[src/rtl/ntt_unswap.sv]
// ntt_unswap: undoes the 2x2 transpose applied by ntt_swap.
//
// An input group is an even beat (a0,a1) followed, after any number of idle cycles, by an
// odd beat (b0,b1). The group leaves as two registered beats: (a0,b0) one cycle after the
// odd beat, then (a1,b1) one cycle later. A new even beat may arrive in the same cycle as
// the second output beat, so the block sustains one beat per cycle.
//
// Ports:
//   clk        - clock, all state updates on posedge
//   rst_n      - asynchronous reset, active-low
//   i_clear    - synchronous clear: drops any half group, forces even phase
//   i_valid    - qualifies i_data0/i_data1 as one input beat
//   i_data0/1  - input beat words
//   o_valid    - qualifies o_data0/o_data1
//   o_data0/1  - output beat words, held while o_valid=0
//   o_phase    - 0 = expecting even beat, 1 = expecting odd beat
//   o_grp_cnt  - number of completed groups (odd beats accepted), wraps

module ntt_unswap #(
   parameter int unsigned DATA_WIDTH = 64,
   parameter int unsigned CNT_WIDTH  = 16
) (
   input  logic                  clk,
   input  logic                  rst_n,
   input  logic                  i_clear,
   input  logic                  i_valid,
   input  logic [DATA_WIDTH-1:0] i_data0,
   input  logic [DATA_WIDTH-1:0] i_data1,
   output logic                  o_valid,
   output logic [DATA_WIDTH-1:0] o_data0,
   output logic [DATA_WIDTH-1:0] o_data1,
   output logic                  o_phase,
   output logic [CNT_WIDTH-1:0]  o_grp_cnt
);

   localparam logic PH_EVEN = 1'b0;
   localparam logic PH_ODD  = 1'b1;

   logic                  r_phase;
   logic [DATA_WIDTH-1:0] r_hold_a0;
   logic [DATA_WIDTH-1:0] r_hold_a1;
   logic [DATA_WIDTH-1:0] r_hold_b1;
   logic                  r_pend;
   logic                  r_valid;
   logic [DATA_WIDTH-1:0] r_data0;
   logic [DATA_WIDTH-1:0] r_data1;
   logic [CNT_WIDTH-1:0]  r_grp_cnt;

   logic                  w_phase_d;
   logic [DATA_WIDTH-1:0] w_hold_a0_d;
   logic [DATA_WIDTH-1:0] w_hold_a1_d;
   logic [DATA_WIDTH-1:0] w_hold_b1_d;
   logic                  w_pend_d;
   logic                  w_valid_d;
   logic [DATA_WIDTH-1:0] w_data0_d;
   logic [DATA_WIDTH-1:0] w_data1_d;
   logic [CNT_WIDTH-1:0]  w_grp_cnt_d;

   logic w_accept;
   logic w_even_acc;
   logic w_odd_acc;

   // Clear has priority: the beat presented alongside it is dropped.
   assign w_accept   = i_valid & ~i_clear;
   assign w_even_acc = w_accept & (r_phase == PH_EVEN);
   assign w_odd_acc  = w_accept & (r_phase == PH_ODD);

   always_comb begin
      w_phase_d   = r_phase;
      w_hold_a0_d = r_hold_a0;
      w_hold_a1_d = r_hold_a1;
      w_hold_b1_d = r_hold_b1;
      w_pend_d    = r_pend;
      w_valid_d   = 1'b0;
      w_data0_d   = r_data0;
      w_data1_d   = r_data1;
      w_grp_cnt_d = r_grp_cnt;

      // Second output beat of the previous group goes out regardless of clear or a new
      // even beat; it reads the pre-edge hold_a1, so a same-edge capture cannot corrupt it.
      if (r_pend) begin
         w_data0_d = r_hold_a1;
         w_data1_d = r_hold_b1;
         w_valid_d = 1'b1;
         w_pend_d  = 1'b0;
      end

      if (i_clear) begin
         w_phase_d = PH_EVEN;
      end else if (w_even_acc) begin
         w_hold_a0_d = i_data0;
         w_hold_a1_d = i_data1;
         w_phase_d   = PH_ODD;
      end else if (w_odd_acc) begin
         // r_pend is never set in ODD, so this cannot collide with the block above.
         w_data0_d   = r_hold_a0;
         w_data1_d   = i_data0;
         w_valid_d   = 1'b1;
         w_hold_b1_d = i_data1;
         w_pend_d    = 1'b1;
         w_phase_d   = PH_EVEN;
         w_grp_cnt_d = r_grp_cnt + CNT_WIDTH'(1);
      end
   end

   always_ff @(posedge clk or negedge rst_n) begin
      if (!rst_n) begin
         r_phase   <= PH_EVEN;
         r_hold_a0 <= '0;
         r_hold_a1 <= '0;
         r_hold_b1 <= '0;
         r_pend    <= 1'b0;
         r_valid   <= 1'b0;
         r_data0   <= '0;
         r_data1   <= '0;
         r_grp_cnt <= '0;
      end else begin
         r_phase   <= w_phase_d;
         r_hold_a0 <= w_hold_a0_d;
         r_hold_a1 <= w_hold_a1_d;
         r_hold_b1 <= w_hold_b1_d;
         r_pend    <= w_pend_d;
         r_valid   <= w_valid_d;
         r_data0   <= w_data0_d;
         r_data1   <= w_data1_d;
         r_grp_cnt <= w_grp_cnt_d;
      end
   end

   assign o_valid   = r_valid;
   assign o_data0   = r_data0;
   assign o_data1   = r_data1;
   assign o_phase   = r_phase;
   assign o_grp_cnt = r_grp_cnt;

endmodule

[config.mk]
export PLATFORM = sky130hd
export DESIGN_NAME = ntt_unswap
export DESIGN_NICKNAME = d
export VERILOG_FILES = /design/src/rtl/ntt_unswap.sv
export SDC_FILE = /design/constraint.sdc
export NUM_CORES = 1
export LEC_CHECK = 0
export CORE_MARGIN = 5
export CORE_UTILIZATION = 52
export CTS_CLUSTER_SIZE = 8
export DETAILED_ROUTE_END_ITERATION = 16
export GPL_TIMING_DRIVEN = 0
export PLACE_DENSITY_LB_ADDON = 0.05
export SETUP_SLACK_MARGIN = 0.02
export SYNTH_ARGS = -nofsm -noshare
export SYNTH_HDL_FRONTEND = slang
export SYNTH_SLANG_ARGS = --single-unit
[constraint.sdc]
create_clock -name clk -period 1.7 [get_ports clk]
set_input_delay 0.255 -clock clk [delete_from_list [all_inputs] [get_ports clk]]
set_output_delay 0.255 -clock clk [all_outputs]
set_load 0.05 [all_outputs]
==> results of run 1 <==
[power breakdown]
part | internal (mW) | switching (mW) | total (mW)
logic | 3.03 | 6.51 | 9.54
registers | 10.3 | 1.40 | 11.7
clock network | 5.18 | 3.14 | 8.32
total | 18.5 | 11.0 | 29.6
[cells by family (layout without fill, tap and decap cells)]
group                      count (synthesis)  after routing  synth area share, %
buffers and inverters                     75            416                 3.05
adders and majority gates                  1              1               0.0906
xor gates and xnor gates                  16             16                 1.02
and+or+nand+nor                          351            351                 10.0
DFF                                      339            339                 61.4
AOI/OAI and AO/OA                        128            128                 4.64
muxes                                    256            256                 19.7
other                                      0              2                    0
[area by class of cell]
cell class | count | area [um2] | area share, %
clock inverter | 1 | 30.0 | 0.163
antenna | 2 | 5.00 | 0.0272
buffer | 72 | 519 | 2.82
clock buffer | 52 | 1240 | 6.71
tap | 335 | 419 | 2.27
inverter | 3 | 15.0 | 0.0815
sequential | 339 | 8490 | 46.1
timing repair buffer | 288 | 2790 | 15.1
multi-input combinational | 752 | 4920 | 26.7
[flip-flops by register name, indices dropped and copies added, names as in the netlist]
register   count
o_data0       64
o_data1       64
o_grp_cnt     16
o_phase        1
o_valid        1
r_hold_a0     64
r_hold_a1     64
r_hold_b1     64
r_pend         1
[worst paths after layout]
kind	start	to	slack [ns]	cells after the start
setup / recovery	o_phase	o_phase	-0.02	2
hold / removal	i_data1[31]	r_hold_b1[31]	0.29	3
setup reg to reg	o_phase	r_hold_a0[3]	-0.01	5
hold reg to reg	o_grp_cnt[15]	o_grp_cnt[15]	0.47	1
max in group asynchronous	rst_n	o_data1[32]	0.28	3
min in group asynchronous	rst_n	o_grp_cnt[9]	0.36	2
[cells in the final DEF (no fill, tap or decap), types with 13 or more instances in the layout]
cell | netlist | layout
nand2_1 | 328 | 328
dfrtp_1 | 339 | 332
clkbuf_2 | 0 | 54
buf_6 | 0 | 13
clkdlybuf4s50_1 | 0 | 130
o21ai_0 | 128 | 128
mux2_2 | 128 | 128
mux2i_1 | 128 | 128
clkbuf_16 | 0 | 49
clkdlybuf4s15_1 | 0 | 48
clkdlybuf4s15_2 | 0 | 54
buf_4 | 31 | 38
[through the flow]
stage          hold slack [ns]  cells
2_1_floorplan          -0.0406   1166
3_3_place_gp             0.454   1778
3_5_place_dp             0.421   1780
4_1_cts                  0.265   1839
5_1_grt                  0.300   1844
6_report                 0.289   1844
[critical path: stages (launching register included)]
cell	delay [ns]
dfrtp_2	0.44
buf_4	0.14
clkdlybuf4s15_2	0.36
[timing repair]
item | in CTS | in global routing
pin swaps | 0 | 0
setup buffers | 4 | 3
setup endpoints to repair | 452 | 415
hold buffers | 1 | 0
gates resized for setup | 343 | 100
cloned | 1 | 0
hold endpoints to repair | 115 | 0
[layer usage]
layer	share of wire [%]	up-vias	track usage (%)	wire length, um
li1	-	4575	-	-
met1	44	5095	35.1	16800
met2	48	340	40.6	18200
met3	5.9	66	5.00	2240
met4	2.3	2	6.95	885
met5	0.024	-	0	9
==> results.yml, run 1 <==
job:
  maxCapViolCount: 0
outcome:
  failed_checks: "negative setup slack"
  status: "complete, but fails checks"
cts:
  cts_root_buf: "clkbuf_16"
  numCtsBuffers: 48
  clk_latency_ns: 0.52
  h-tree-depth: 2
  cts_tree: "yes"
  clock_path_buffers: 3
  numClockSinks: 339
  path_clk_slew_ns: 0.05
detailed_routing:
  vias: 10078
  vias_per_cell: 5.47
  wl_per_cell_um: 20.7
  dr.pass1.iters: 6
  wl_mm: 38.2
  drc_errors: 0
  drt_iter0_drc: 724
  ant_nets: 0
global_route:
  grt_first_pass_wirelength_mm: 60.3
  grt_max_degree: 126
  grt_use_total_pct: 25.1
  grt_overflow: 0
  antenna_found_initial: 3
  grt_pass1_vias: 10743
floorplan:
  num_rows: 59
  die_y_um: 173
  dieArea_um2: 29900
  die_x_um: 173
  core-area_um2: 26100
  initial_core_util_pct: 52.8
  boundaryPins: 278
power:
  fin_total_pwr_mw: 29.6
  leakage_nw: 8.03
  p_per_area_nw_per_um2: 1610
  ir_worst_vdd_mv: 1.31
yosys:
  ys_async_sr_fraction_pct: 100
  yosysTopAreaCellShare_pct: 61.4
  syn_nets: 1299
  synthTopCellsByArea: "dfrtp_1, mux2_2, mux2i_1"
  synth_cells: 1166
  synthTopCellsByCount: "dfrtp_1, nand2_1, mux2_2, mux2i_1, o21ai_0"
  synth.most_common_cell: "dfrtp_1"
  synth_seq_cells: 339
  ys_seq_area_share_pct: 61.4
  avgSynthCellArea_um2: 11.8
  synth_cell_types: 25
  syn_area_um2: 13800
  yosys.area.top_type: "dfrtp_1"
  synth_edf_count: 0
  synth_top_flop_cell: "dfrtp_1"
  yosys_warnings: 0
sta:
  finClkSkew_ns: 0.0106
  tns_ns: -0.0630
  timing.final.crit_share_pct: 101
  tightest_slew_ns: 0.649
  rsz0062_at_grt: "yes"
  fin_ws_ns: -0.0164
  max_freq_ghz: 0.583
  slew_headroom_pct: 56.8
  setup_viol: 12
  finalHoldViolCount: 0
  drv_slew: 0
  period_needed_ns: 1.72
critical_path:
  cp_max_fo: 4
  crit_path_end_kind: "primary output"
  critPathLaunchType: "flip-flop"
  worstSetupPathType: "flip-flop to primary output"
  crit_arrival_ns: 1.46
  crit_required_ns: 1.44
placement:
  place_area_um2: 17100
  place_ws_ns: -0.735
  place.detailed.hpwl_mm: 25.4
  io_buffers: 277
  place_congestion: 0.788
cells_and_area:
  fin_area_um2: 18400
  layout.nets: 1637
  area_growth_syn_to_layout_pct: 33.5
  fin_util_pct: 70.5
  drive_above_1_share_pct: 24.0
  fill_cells: 1969
min_path:
  hp-class: "input pin to flip-flop"
(Power assumes the default switching activity.)
==> inputs of run 2 (changes only) <==
--- a/config.mk
+++ b/config.mk
@@ -5,7 +5,6 @@
 export SDC_FILE = /design/constraint.sdc
 export NUM_CORES = 1
 export LEC_CHECK = 0
-export CORE_MARGIN = 5
 export CORE_UTILIZATION = 52
 export CTS_CLUSTER_SIZE = 8
 export DETAILED_ROUTE_END_ITERATION = 16
==> run 2 against run 1 <==
Effect of this change: the flow now finishes without violations; clock power decreased by 0.7%; final area about the same; non-clock buffer count decreased by 3; critical path depth decreased by 1; fmax increased by 3.6%; via count decreased by 1.3%; register-to-register slack improved by 0.06 ns; core utilization increased by 0.22 points; critical path type unchanged; critical endpoint is now o_data1[42]; largest cell class unchanged.
==> results.yml, run 2 (synthesis results as in run 1) <==
sta:
  rsz0062_at_grt: "yes"
  slew_headroom_pct: 54.2
  drv_slew: 0
  setup_viol: 0
  finClkSkew_ns: 0.0139
  max_freq_ghz: 0.603
  period_needed_ns: 1.66
  whs_ns: 0.261
  timing.final.crit_share_pct: 97.5
  finalHoldViolCount: 0
  tightest_slew_ns: 0.687
power:
  fin_total_pwr_mw: 29.4
  p_comb_share_pct: 32.2
  ir_worst_vdd_mv: 1.23
  p_per_area_nw_per_um2: 1590
  seqPwrFrac_pct: 39.7
  leakage_nw: 8.04
  swShare_pct: 37.5
  power.share.clock_pct: 28.1
  internal_power_mw: 18.4
  p_sw_mw: 11.0
global_route:
  grtUsageMet2_pct: 44.4
  antenna_found_initial: 0
  grt_max_degree: 107
  grt_first_pass_wirelength_mm: 56.4
  grt_pass1_vias: 10365
  grt_use_total_pct: 27.3
  use_met3_pct: 5.25
  busiest_layer: "met2"
  grt_util_met1_pct: 37.6
  grt_overflow: 0
placement:
  placed_cells: 1781
  io_buffers: 277
  place_congestion: 0.822
  place_area_um2: 17100
  place.detailed.hpwl_mm: 24.1
cts:
  cts_tree: "yes"
  numClockSinks: 339
  numCtsBuffers: 48
  clk_latency_ns: 0.53
  h-tree-depth: 2
  cts_root_buf: "clkbuf_16"
  path_clk_slew_ns: 0.05
  clock_path_buffers: 3
cells_and_area:
  fill_cells: 1946
  layout.nets: 1634
  fin_cells: 1840
  final_common_cell: "dfrtp_1"
  fin_util_pct: 70.7
  area_growth_syn_to_layout_pct: 33.5
  fin_area_um2: 18400
  layout_common_cells: "dfrtp_1, nand2_1, clkdlybuf4s50_1"
  insertedDiodeCount: 0
  drive_above_1_share_pct: 23.8
detailed_routing:
  ant_nets: 0
  vias_per_cell: 5.40
  drc_errors: 0
  vias: 9943
  dr.pass1.iters: 5
  drt_iter0_drc: 764
  wl_mm: 36.2
  wl_per_cell_um: 19.7
critical_path:
  crit_slowest_cell: "clkdlybuf4s15_1"
  cp_max_fo: 2
  cpLargestDelayFamily: "buffers and inverters"
  worstSetupPathType: "flip-flop to primary output"
  crit_required_ns: 1.44
  crit_buf_inv: 1
  critPathMaxStageDelay_ns: 0.51
  critPathLaunchType: "flip-flop"
  crit_path_end_kind: "primary output"
  crit_arrival_ns: 1.40
  cp_cell_sequence: "clkdlybuf4s15_1"
floorplan:
  num_rows: 59
  die_x_um: 165
  initial_core_util_pct: 53.0
  dieArea_um2: 27200
  boundaryPins: 278
  die_y_um: 165
  core-area_um2: 26100
job:
  maxCapViolCount: 0
outcome:
  status: "completed"
min_path:
  hp-class: "input pin to async pin"
## run 2: cell types whose count changed in the layout (fill, tap and decap cells not counted), moves of 4 or more
cell             delta
buf_12              +4
buf_4               -8
buf_6               -4
buf_8               +6
clkbuf_2            +8
clkdlybuf4s15_2     -9
## run 2: worst paths after layout
kind	start	to	slack, ns	cells after the start
worst max-delay path	o_data1[42]	o_data1[42]	0.04	1
worst min-delay path	rst_n	o_grp_cnt[11]	0.26	2
worst max register to register	o_phase	r_hold_a0[52]	0.05	4
worst min register to register	o_grp_cnt[15]	o_grp_cnt[15]	0.47	1
max in group asynchronous	rst_n	r_hold_a0[40]	0.49	3
min in group clk	i_data1[27]	r_hold_b1[27]	0.28	3
## run 2: power groups by stage
stage                     clock (mW)  sequential [mW]  combinational (mW)
after floorplan                    0             15.7                2.23
after global placement             0             11.7                9.95
after detailed placement           0             11.7                10.1
after CTS                       8.37             11.7                9.59
after global routing            8.69             11.9                10.0
final                           8.26             11.7                9.46
## run 2: timing repair
action | 4_1_cts | 5_1_grt
resized for setup | 331 | 132
endpoints found under the setup margin | 453 | 273
endpoints found under the hold margin | 68 | 0
buffers inserted | 3 | 0
cloned | 1 | 0
hold buffers | 1 | 0
## run 2: through the flow
step                TNS [ns]  setup WS [ns]
global placement    -5065.05         -15.67
global route          -0.111        -0.0126
detailed placement   -191.95         -0.719
CTS                        0        0.00849
floorplan                  0         0.0617
finish                     0         0.0429
## run 2: per-layer routing
metal  vias to the layer above  wire length, um
met5                         -                0
met4                         0              748
met3                        57             2270
met2                       308            17200
met1                      5012            16000
li1                       4566                -
## run 2: cell type report
cell class | count | area, um2 | area share (%)
clock inverter | 1 | 7.51 | 0.0407
buffer | 72 | 601 | 3.26
clock buffer | 53 | 1240 | 6.73
sequential | 339 | 8490 | 46.1
multi-input combinational | 752 | 4930 | 26.7
inverter | 3 | 15.0 | 0.0814
tap | 335 | 419 | 2.27
timing repair buffer | 285 | 2730 | 14.8
==> inputs of run 3 (changes only) <==
==> constraint.sdc (replaced) <==
create_clock -name clk -period 1.9 [get_ports clk]
set_input_delay 0.285 -clock clk [delete_from_list [all_inputs] [get_ports clk]]
set_output_delay 0.285 -clock clk [all_outputs]
set_load 0.05 [all_outputs]
==> run 3 against run 2 <==
Effect of this change: critical path depth did not move; final area fell by 1.3%; largest cell class unchanged; combinational power fell by 12%; clock skew rose by 0.00073 ns; via count rose by 1.1%; hold slack got worse by 0.035 ns; highest routed layer unchanged.
==> results.yml, run 3 (synthesis results as in run 1) <==
outcome:
  status: "completed"
critical_path:
  cp_cell_sequence: "dlygate4sd2_1"
  r2r_start: "o_phase"
  cpLargestDelayFamily: "buffers and inverters"
  worstSetupPathType: "flip-flop to primary output"
  crit_path_start: "o_phase"
  crit_path_end_kind: "primary output"
  cp_max_fo: 5
  critPathMaxStageDelay_ns: 0.56
  crit_slowest_cell: "dlygate4sd2_1"
  crit_buf_inv: 1
  crit_required_ns: 1.62
  crit_arrival_ns: 1.54
  critPathLaunchType: "flip-flop"
detailed_routing:
  drc_errors: 0
  wl_per_cell_um: 19.7
  wl_mm: 36.2
  vias_per_cell: 5.48
  vias: 10056
  drt_iter0_drc: 614
  dr.pass1.iters: 7
  ant_nets: 0
cts:
  numClockSinks: 339
  clock_path_buffers: 3
  h-tree-depth: 2
  cts_root_buf: "clkbuf_16"
  numCtsBuffers: 48
  clk_latency_ns: 0.53
  cts_tree: "yes"
  path_clk_slew_ns: 0.05
power:
  p_comb_share_pct: 31.9
  p_sw_mw: 9.79
  swShare_pct: 37.6
  ir_worst_vdd_mv: 0.977
  internal_power_mw: 16.3
  fin_total_pwr_mw: 26.1
  p_per_area_nw_per_um2: 1430
  leakage_nw: 8.18
  power.share.clock_pct: 28.2
  seqPwrFrac_pct: 39.9
sta:
  rsz0062_at_grt: "no"
  slew_headroom_pct: 59.4
  finalHoldViolCount: 0
  fin_ws_ns: 0.0754
  tightest_slew_ns: 0.610
  timing.final.crit_share_pct: 96.0
  finClkSkew_ns: 0.0146
  period_needed_ns: 1.82
  max_freq_ghz: 0.548
  setup_viol: 0
  drv_slew: 0
global_route:
  grt_use_total_pct: 27.1
  grt_first_pass_wirelength_mm: 55.9
  grt_max_degree: 126
  antenna_found_initial: 1
  grt_overflow: 0
  grt_pass1_vias: 10237
placement:
  io_buffers: 277
  place_ws_ns: -0.619
  place_congestion: 0.803
  place.detailed.hpwl_mm: 24.1
cells_and_area:
  layout.nets: 1631
  final_common_cell: "dfrtp_1"
  area_growth_syn_to_layout_pct: 31.8
  layout_common_cells: "dfrtp_1, nand2_1, dlygate4sd2_1"
  drive_above_1_share_pct: 16.3
floorplan:
  boundaryPins: 278
  die_y_um: 165
  dieArea_um2: 27200
  core-area_um2: 26100
  initial_core_util_pct: 53.0
  die_x_um: 165
  num_rows: 59
min_path:
  hp-class: "input pin to async pin"
job:
  maxCapViolCount: 0
run 3: cell types whose count changed in the layout (fill, tap and decap cells not counted), sizes merged:
| cell | change |
|---|---|
| clkdlybuf4s15 | -91 |
| dlygate4sd2 | +136 |
| buf | -1 |
| inv | +2 |
| clkbuf | -51 |
| diode | +1 |
run 3: area by class of cell:
type,count,area [um2]
diodes,1,2.50
well taps,335,419
repair buffers,282,2700
inverters,3,15.0
clock inverters,3,25.0
plain buffers,72,422
clock buffers,49,1230
multi-input cells,752,4900
fillers,1961,7870
flip-flops and latches,339,8480
run 3: timing repair:
item                       4_1_cts  5_1_grt
setup endpoints to repair      330      107
pin swaps                        0        0
resized for setup              151        6
cloned                           0        0
hold buffers                     1        0
buffers inserted                 1        0
hold endpoints to repair        33        0
run 3: power by group through the flow:
| stage | Combinational (mW) | Clock, mW | Sequential [mW] |
|---|---|---|---|
| floorplan | 1.99 | 0 | 14.0 |
| global placement | 8.92 | 0 | 10.5 |
| detailed placement | 9.07 | 0 | 10.5 |
| CTS | 8.36 | 7.48 | 10.4 |
| global route | 8.80 | 7.82 | 10.6 |
| finish | 8.31 | 7.35 | 10.4 |
run 3: stage by stage:
step | utilization, % | hold WS, ns | std cells | cell area [um2] | setup TNS (ns)
5_1_grt | 69.8 | 0.245 | 1836 | 18200 | 0
2_1_floorplan | - | -0.0106 | 1166 | 13800 | 0
3_3_place_gp | 65.2 | 0.453 | 1778 | 17000 | -4941.34
3_5_place_dp | 65.6 | 0.173 | 1781 | 17100 | -140.06
4_1_cts | 69.8 | 0.217 | 1835 | 18200 | 0
6_report | 69.8 | 0.226 | 1836 | 18200 | 0
run 3: final timing paths:
kind	endpoint	slack [ns]	depth (start not counted)
max in group asynchronous	r_hold_a1[40]	0.51	4
hold reg to reg	r_hold_b1[56]	0.47	2
hold / removal	o_grp_cnt[11]	0.23	2
setup reg to reg	r_hold_a0[54]	0.12	4
setup / recovery	o_phase	0.08	1
min in group clk	r_hold_b1[52]	0.31	3
run 3: metal layers:
layer | global-route usage [%] | vias to the layer above | wire, um
met5 | 0 | - | 0
met4 | 8.38 | 0 | 890
met3 | 4.97 | 63 | 2250
met2 | 43.3 | 308 | 17300
li1 | - | 4568 | -
met1 | 37.7 | 5117 | 15800
